### src/rtl/rot_pkg.sv
// Shared types and constants for the rotate arbiter slice.
package rot_pkg;

  localparam int unsigned ROT_W = 8;
  localparam int unsigned AMT_W = 3;

  localparam logic ROT_RIGHT = 1'b1;
  localparam logic ROT_LEFT  = 1'b0;

  typedef struct packed {
    logic [ROT_W-1:0] num;
    logic [AMT_W-1:0] amt;
    logic             lr;
  } rot_cmd_t;

endpackage

### src/rtl/multiFun_barrelShifter.sv
// Combinational 8-bit circular rotator; lr=1 rotates right, lr=0 rotates left.
module multiFun_barrelShifter
  import rot_pkg::*;
(
  input  logic [ROT_W-1:0] num,
  input  logic [AMT_W-1:0] amt,
  input  logic             lr,
  output logic [ROT_W-1:0] res
);

  logic [2*ROT_W-1:0] dbl;
  logic [AMT_W:0]     rsel;
  logic [AMT_W:0]     lsel;

  // Rotation is a window into the operand concatenated with itself.
  assign dbl  = {num, num};
  assign rsel = {1'b0, amt};
  assign lsel = (AMT_W + 1)'(ROT_W) - {1'b0, amt};

  always_comb begin
    res = num;
    case (lr)
      ROT_RIGHT: res = dbl[rsel +: ROT_W];
      ROT_LEFT:  res = dbl[lsel +: ROT_W];
    endcase
  end

endmodule

### src/rtl/rot_arbiter.sv
// Round-robin arbiter sharing one rotator among NREQ requesters, with a single
// registered, tagged output stage.
module rot_arbiter
  import rot_pkg::*;
#(
  parameter int unsigned NREQ = 2,
  parameter int unsigned IDW  = 1
) (
  input  logic                  clk,
  input  logic                  rst,
  input  logic [NREQ-1:0]       req_valid,
  output logic [NREQ-1:0]       req_ready,
  input  logic [NREQ*ROT_W-1:0] req_num,
  input  logic [NREQ*AMT_W-1:0] req_amt,
  input  logic [NREQ-1:0]       req_lr,
  output logic                  out_valid,
  input  logic                  out_ready,
  output logic [ROT_W-1:0]      out_data,
  output logic [IDW-1:0]        out_id
);

  // Returns {found, index} of the first valid requester at or after ptr.
  function automatic logic [IDW:0] rr_pick(input logic [NREQ-1:0] valid,
                                           input logic [IDW-1:0]  ptr);
    logic [IDW:0] pick;
    int unsigned  idx;
    pick = '0;
    for (int unsigned k = 0; k < NREQ; k++) begin
      idx = (32'(ptr) + k) % NREQ;
      if (!pick[IDW] && valid[idx[IDW-1:0]]) begin
        pick = {1'b1, idx[IDW-1:0]};
      end
    end
    return pick;
  endfunction

  logic [IDW-1:0]   ptr_q, ptr_d;
  logic [IDW-1:0]   gnt;
  logic             found;
  logic             can_accept;
  logic             accept;
  rot_cmd_t         cmd;
  logic [ROT_W-1:0] rot_res;

  logic             out_valid_q;
  logic [ROT_W-1:0] out_data_q;
  logic [IDW-1:0]   out_id_q;

  assign can_accept   = !out_valid_q || out_ready;
  assign {found, gnt} = rr_pick(req_valid, ptr_q);

  always_comb begin
    req_ready = '0;
    for (int unsigned i = 0; i < NREQ; i++) begin
      req_ready[i] = found && (IDW'(i) == gnt) && can_accept && !rst;
    end
  end

  assign accept = |req_ready;

  always_comb begin
    cmd = '0;
    for (int unsigned i = 0; i < NREQ; i++) begin
      if (IDW'(i) == gnt) begin
        cmd.num = req_num[i*ROT_W +: ROT_W];
        cmd.amt = req_amt[i*AMT_W +: AMT_W];
        cmd.lr  = req_lr[i];
      end
    end
  end

  // Only real transfers move the pointer; idle cycles keep fairness state.
  always_comb begin
    ptr_d = ptr_q;
    if (accept) begin
      ptr_d = IDW'((32'(gnt) + 1) % NREQ);
    end
  end

  multiFun_barrelShifter u_rot (
    .num (cmd.num),
    .amt (cmd.amt),
    .lr  (cmd.lr),
    .res (rot_res)
  );

  always_ff @(posedge clk) begin
    if (rst) begin
      out_valid_q <= 1'b0;
      out_data_q  <= '0;
      out_id_q    <= '0;
      ptr_q       <= '0;
    end else begin
      ptr_q <= ptr_d;
      if (accept) begin
        out_valid_q <= 1'b1;
        out_data_q  <= rot_res;
        out_id_q    <= gnt;
      end else if (out_ready) begin
        out_valid_q <= 1'b0;
      end
    end
  end

  assign out_valid = out_valid_q;
  assign out_data  = out_data_q;
  assign out_id    = out_id_q;

endmodule

### config.mk
export PLATFORM = sky130hd
export DESIGN_NAME = rot_arbiter
export DESIGN_NICKNAME = d
export VERILOG_FILES = /design/src/rtl/rot_pkg.sv /design/src/rtl/multiFun_barrelShifter.sv /design/src/rtl/rot_arbiter.sv
export SDC_FILE = /design/constraint.sdc
export NUM_CORES = 1
export LEC_CHECK = 0
export ABC_AREA = 0
export BUFFER_PORTS_ARGS = -buffer_cell sky130_fd_sc_hd__buf_2
export CAP_MARGIN = 5
export CORE_MARGIN = 2
export CORE_UTILIZATION = 50
export DETAILED_ROUTE_END_ITERATION = 8
export GPL_ROUTABILITY_DRIVEN = 1
export GPL_TIMING_DRIVEN = 1
export PLACE_DENSITY_LB_ADDON = 0.12
export REMOVE_ABC_BUFFERS = 1
export SETUP_SLACK_MARGIN = 0.3
export SLEW_MARGIN = 40
export SYNTH_ARGS = -nofsm -noshare
export SYNTH_HDL_FRONTEND = slang
export SYNTH_SLANG_ARGS = --single-unit
### constraint.sdc
create_clock -name clk -period 1.95 [get_ports clk]
set_input_delay 0.39 -clock clk [delete_from_list [all_inputs] [get_ports clk]]
set_output_delay 0.39 -clock clk [all_outputs]
set_load 0.05 [all_outputs]
==> results.json <==
{
  "slew_headroom": 0.7335,
  "crit_path_start_kind": "flop",
  "whs_path_depth": 3,
  "drtIter0Drc": 55,
  "period_needed_ns": 1.641,
  "start_util": 0.5317,
  "track_usage": 0.2490,
  "fmax_mhz": 609.5,
  "yosys.area_share.simple": 0.2129,
  "end_kind": "primary output",
  "critPathSlowestCell": "dfxtp_2",
  "fp-row-count": 17,
  "top_level_ports": 41,
  "yosysSeqAreaShare": 0.1855,
  "rsz0062_at_grt": "true",
  "cts.clk_slew.worst_paths_ns": 0.07,
  "path_class": "flop to primary output",
  "detailedRoute.firstPassIterationCount": 5,
  "outcome": "finished clean",
  "num_antenna_cells": 0,
  "clkSinkCount": 11,
  "grt_max_degree": 14,
  "synth-xor-area-share": 0.06955,
  "area_delta_synth_final_pct": 31.61,
  "clk_latency_ns": 0.27,
  "synth_compound_area_frac": 0.2371,
  "drc_errors": 0,
  "reg2regPathDepth": 5,
  "dp_hpwl_um": 2704,
  "synth_top_family_by_area": "multiplexers",
  "drt-total-wl_um": 3401,
  "ys_types": 38,
  "clockBufferDepth": 2,
  "grt_pass1_vias": 1157,
  "drv_cap": 0,
  "min_to": "out_valid$_SDFFE_PP0P_",
  "powerDensity_mw_per_mm2": 596.4,
  "p_leak_nw": 0.6765,
  "grt_overflow": 0,
  "postCtsHoldBufs": 0,
  "ys_ff_latch": 11,
  "cp.required_ns": 1.56,
  "hold_start": "out_ready",
  "vias": 1281,
  "cp_cell_sequence": "nand2b_4 > nand2_8 > nor3_4 > buf_6",
  "final_util": 0.6997,
  "final.setup_skew_ns": 0.001087,
  "cts_tree": "yes",
  "crit_fanout": 4,
  "setup_ws_ns": 0.3094,
  "synth_warnings": 0,
  "htree_num_levels": 1,
  "setup_viol": 0,
  "final.period_utilization": 0.8413,
  "irDropWorstVdd_mv": 0.5951,
  "syn_area_mm2": 0.001187,
  "crit_start": "ptr_q$_SDFFE_PP0P_",
  "antenna_found_initial": 0,
  "final_antenna_net_count": 0,
  "cts_root_buf": "clkbuf_4",
  "fp.dieArea_mm2": 0.002780,
  "reg2reg_from": "ptr_q$_SDFFE_PP0P_",
  "r2r-end": "out_data[4]$_SDFFE_PP0P_",
  "fin_nets": 215,
  "finalWeightedCongestion": 0.9215,
  "die_h_um": 52.73,
  "die_w_um": 52.73,
  "tns_ns": 0,
  "synth_cells": 137,
  "regToRegSetupSlack_ns": 0.40,
  "hold_viol": 0,
  "finalMaxSlewViolations": 0,
  "holdWs_ns": 0.4692,
  "layout-drive-gt1-share": 0.4432,
  "avgViaCountPerCell": 6.014,
  "arrival_ns": 1.25,
  "slowest_delay_ns": 0.36,
  "synthMuxAreaShare": 0.2634,
  "yosys.area_share.adder": 0,
  "numPortBuffers": 40,
  "post_drt_wl_per_cell_um": 15.97,
  "syn_avg_cell_area_um2": 8.667,
  "hp-class": "primary input to flop",
  "core_area_mm2": 0.002233,
  "cts_buffers": 3,
  "place_ws_ns": 0.1285,
  "grt_pass1_wl_um": 5106,
  "worst_pin_slew_ns": 0.3972
}
## cell type report
class	count	area, um2
clock buffers	4	26.28
flip-flops and latches	11	221.5
multi-input cells	120	983.4
fillers	187	670.6
repair buffers	49	292.8
well taps	28	35.03
inverters	1	3.754
## cell usage in the layout (no fill, tap or decap), types with 3 or more instances in the layout
cell	count
nand2_1	3
a311oi_1	3
mux2i_1	11
o22ai_1	8
o21ai_1	5
buf_4	8
mux2_1	3
nand3b_1	5
clkbuf_4	3
o221ai_1	5
nor3_1	3
xnor2_2	3
dfxtp_1	10
nand2b_1	3
buf_2	38
o21ai_0	9
nor2_1	12
mux2_2	13
nand3_1	8
## sequential cells by signal, summed over array words and instances, names as in the netlist
register   count
out_data       8
out_id         1
out_valid      1
ptr_q          1
## synth_stat cells
master	n	share of area
mux2_2	13	0.12
nor2_1	13	0.041
dfxtp_1	11	0.19
mux2i_1	11	0.093
o21ai_0	9	0.038
nand3_1	8	0.034
o22ai_1	8	0.042
nand3b_1	5	0.032
o21ai_1	5	0.021
o221ai_1	5	0.037
nand2b_1	4	0.021
nor3_1	4	0.017
xnor2_2	4	0.055
a311oi_1	3	0.022
mux2_1	3	0.028
nand2_1	3	0.0095
a21oi_1	2	0.0084
a221oi_1	2	0.015
buf_4	2	0.013
clkbuf_1	2	0.0063
o21bai_1	2	0.013
xor2_1	2	0.015
a31oi_1	1	0.0053
and2b_1	1	0.0063
and3_1	1	0.0053
and3b_1	1	0.0074
buf_6	1	0.0095
inv_1	1	0.0032
mux2i_4	1	0.019
nand2_4	1	0.0095
nand2b_4	1	0.012
nor2b_1	1	0.0053
nor3b_1	1	0.0063
o21a_1	1	0.0063
o21ai_2	1	0.0074
o21ba_2	1	0.0084
o21ba_4	1	0.014
or2_4	1	0.0074
## where the power goes
group	internal [mW]	total, mW	switching, mW	leakage (nW)
Combinational	0.196	0.505	0.309	0.570
Sequential	0.256	0.272	0.0165	0.0915
Clock	0.0792	0.155	0.0756	0.0150
## cell families after synthesis
group,after synthesis
buf+inv,6
xor+xnor,6
flops,11
mux,28
simple gates,45
compound gates,41
## stage by stage
step / cells / instance area (um2) / power [mW]
detailed placement: 205 / 1426 / 0.7439
finish: 213 / 1563 / 0.9321
global placement: 205 / 1426 / 0.7401
global route: 213 / 1563 / 0.9905
floorplan: 132 / 1154 / 0.5993
CTS: 209 / 1484 / 0.9059
## worst max path at each step
stage	end	slack [ns]	cells after the start
2_1_floorplan	req_ready[1]	-0.28	3
5_1_grt	req_ready[1]	0.27	4
4_1_cts	req_ready[1]	0.28	4
3_5_place_dp	out_data[5]$_SDFFE_PP0P_	0.13	6
3_3_place_gp	out_data[2]$_SDFFE_PP0P_	0.17	6
6_report	req_ready[1]	0.31	4
## critical path: cells and delay by family (launching register included)
family	cells	cell delay, ns
flip-flops	1	0.36
AND/OR/NAND/NOR	3	0.43
buffers and inverters	1	0.19
## metal layers
layer,global-route usage,part of all wire,vias up
li1,-,-,627
met1,0.3154,0.46,612
met2,0.4479,0.49,40
met3,0.04571,0.048,2
met4,0.02564,0.0053,0
met5,0,0,-
## what timing repair did
action	4_1_cts	5_1_grt
pin swaps	0	1
setup endpoints to repair	2	9
resized for setup	8	6
buffers inserted	0	4
No activity file was read; power rests on OpenSTA's default activity.
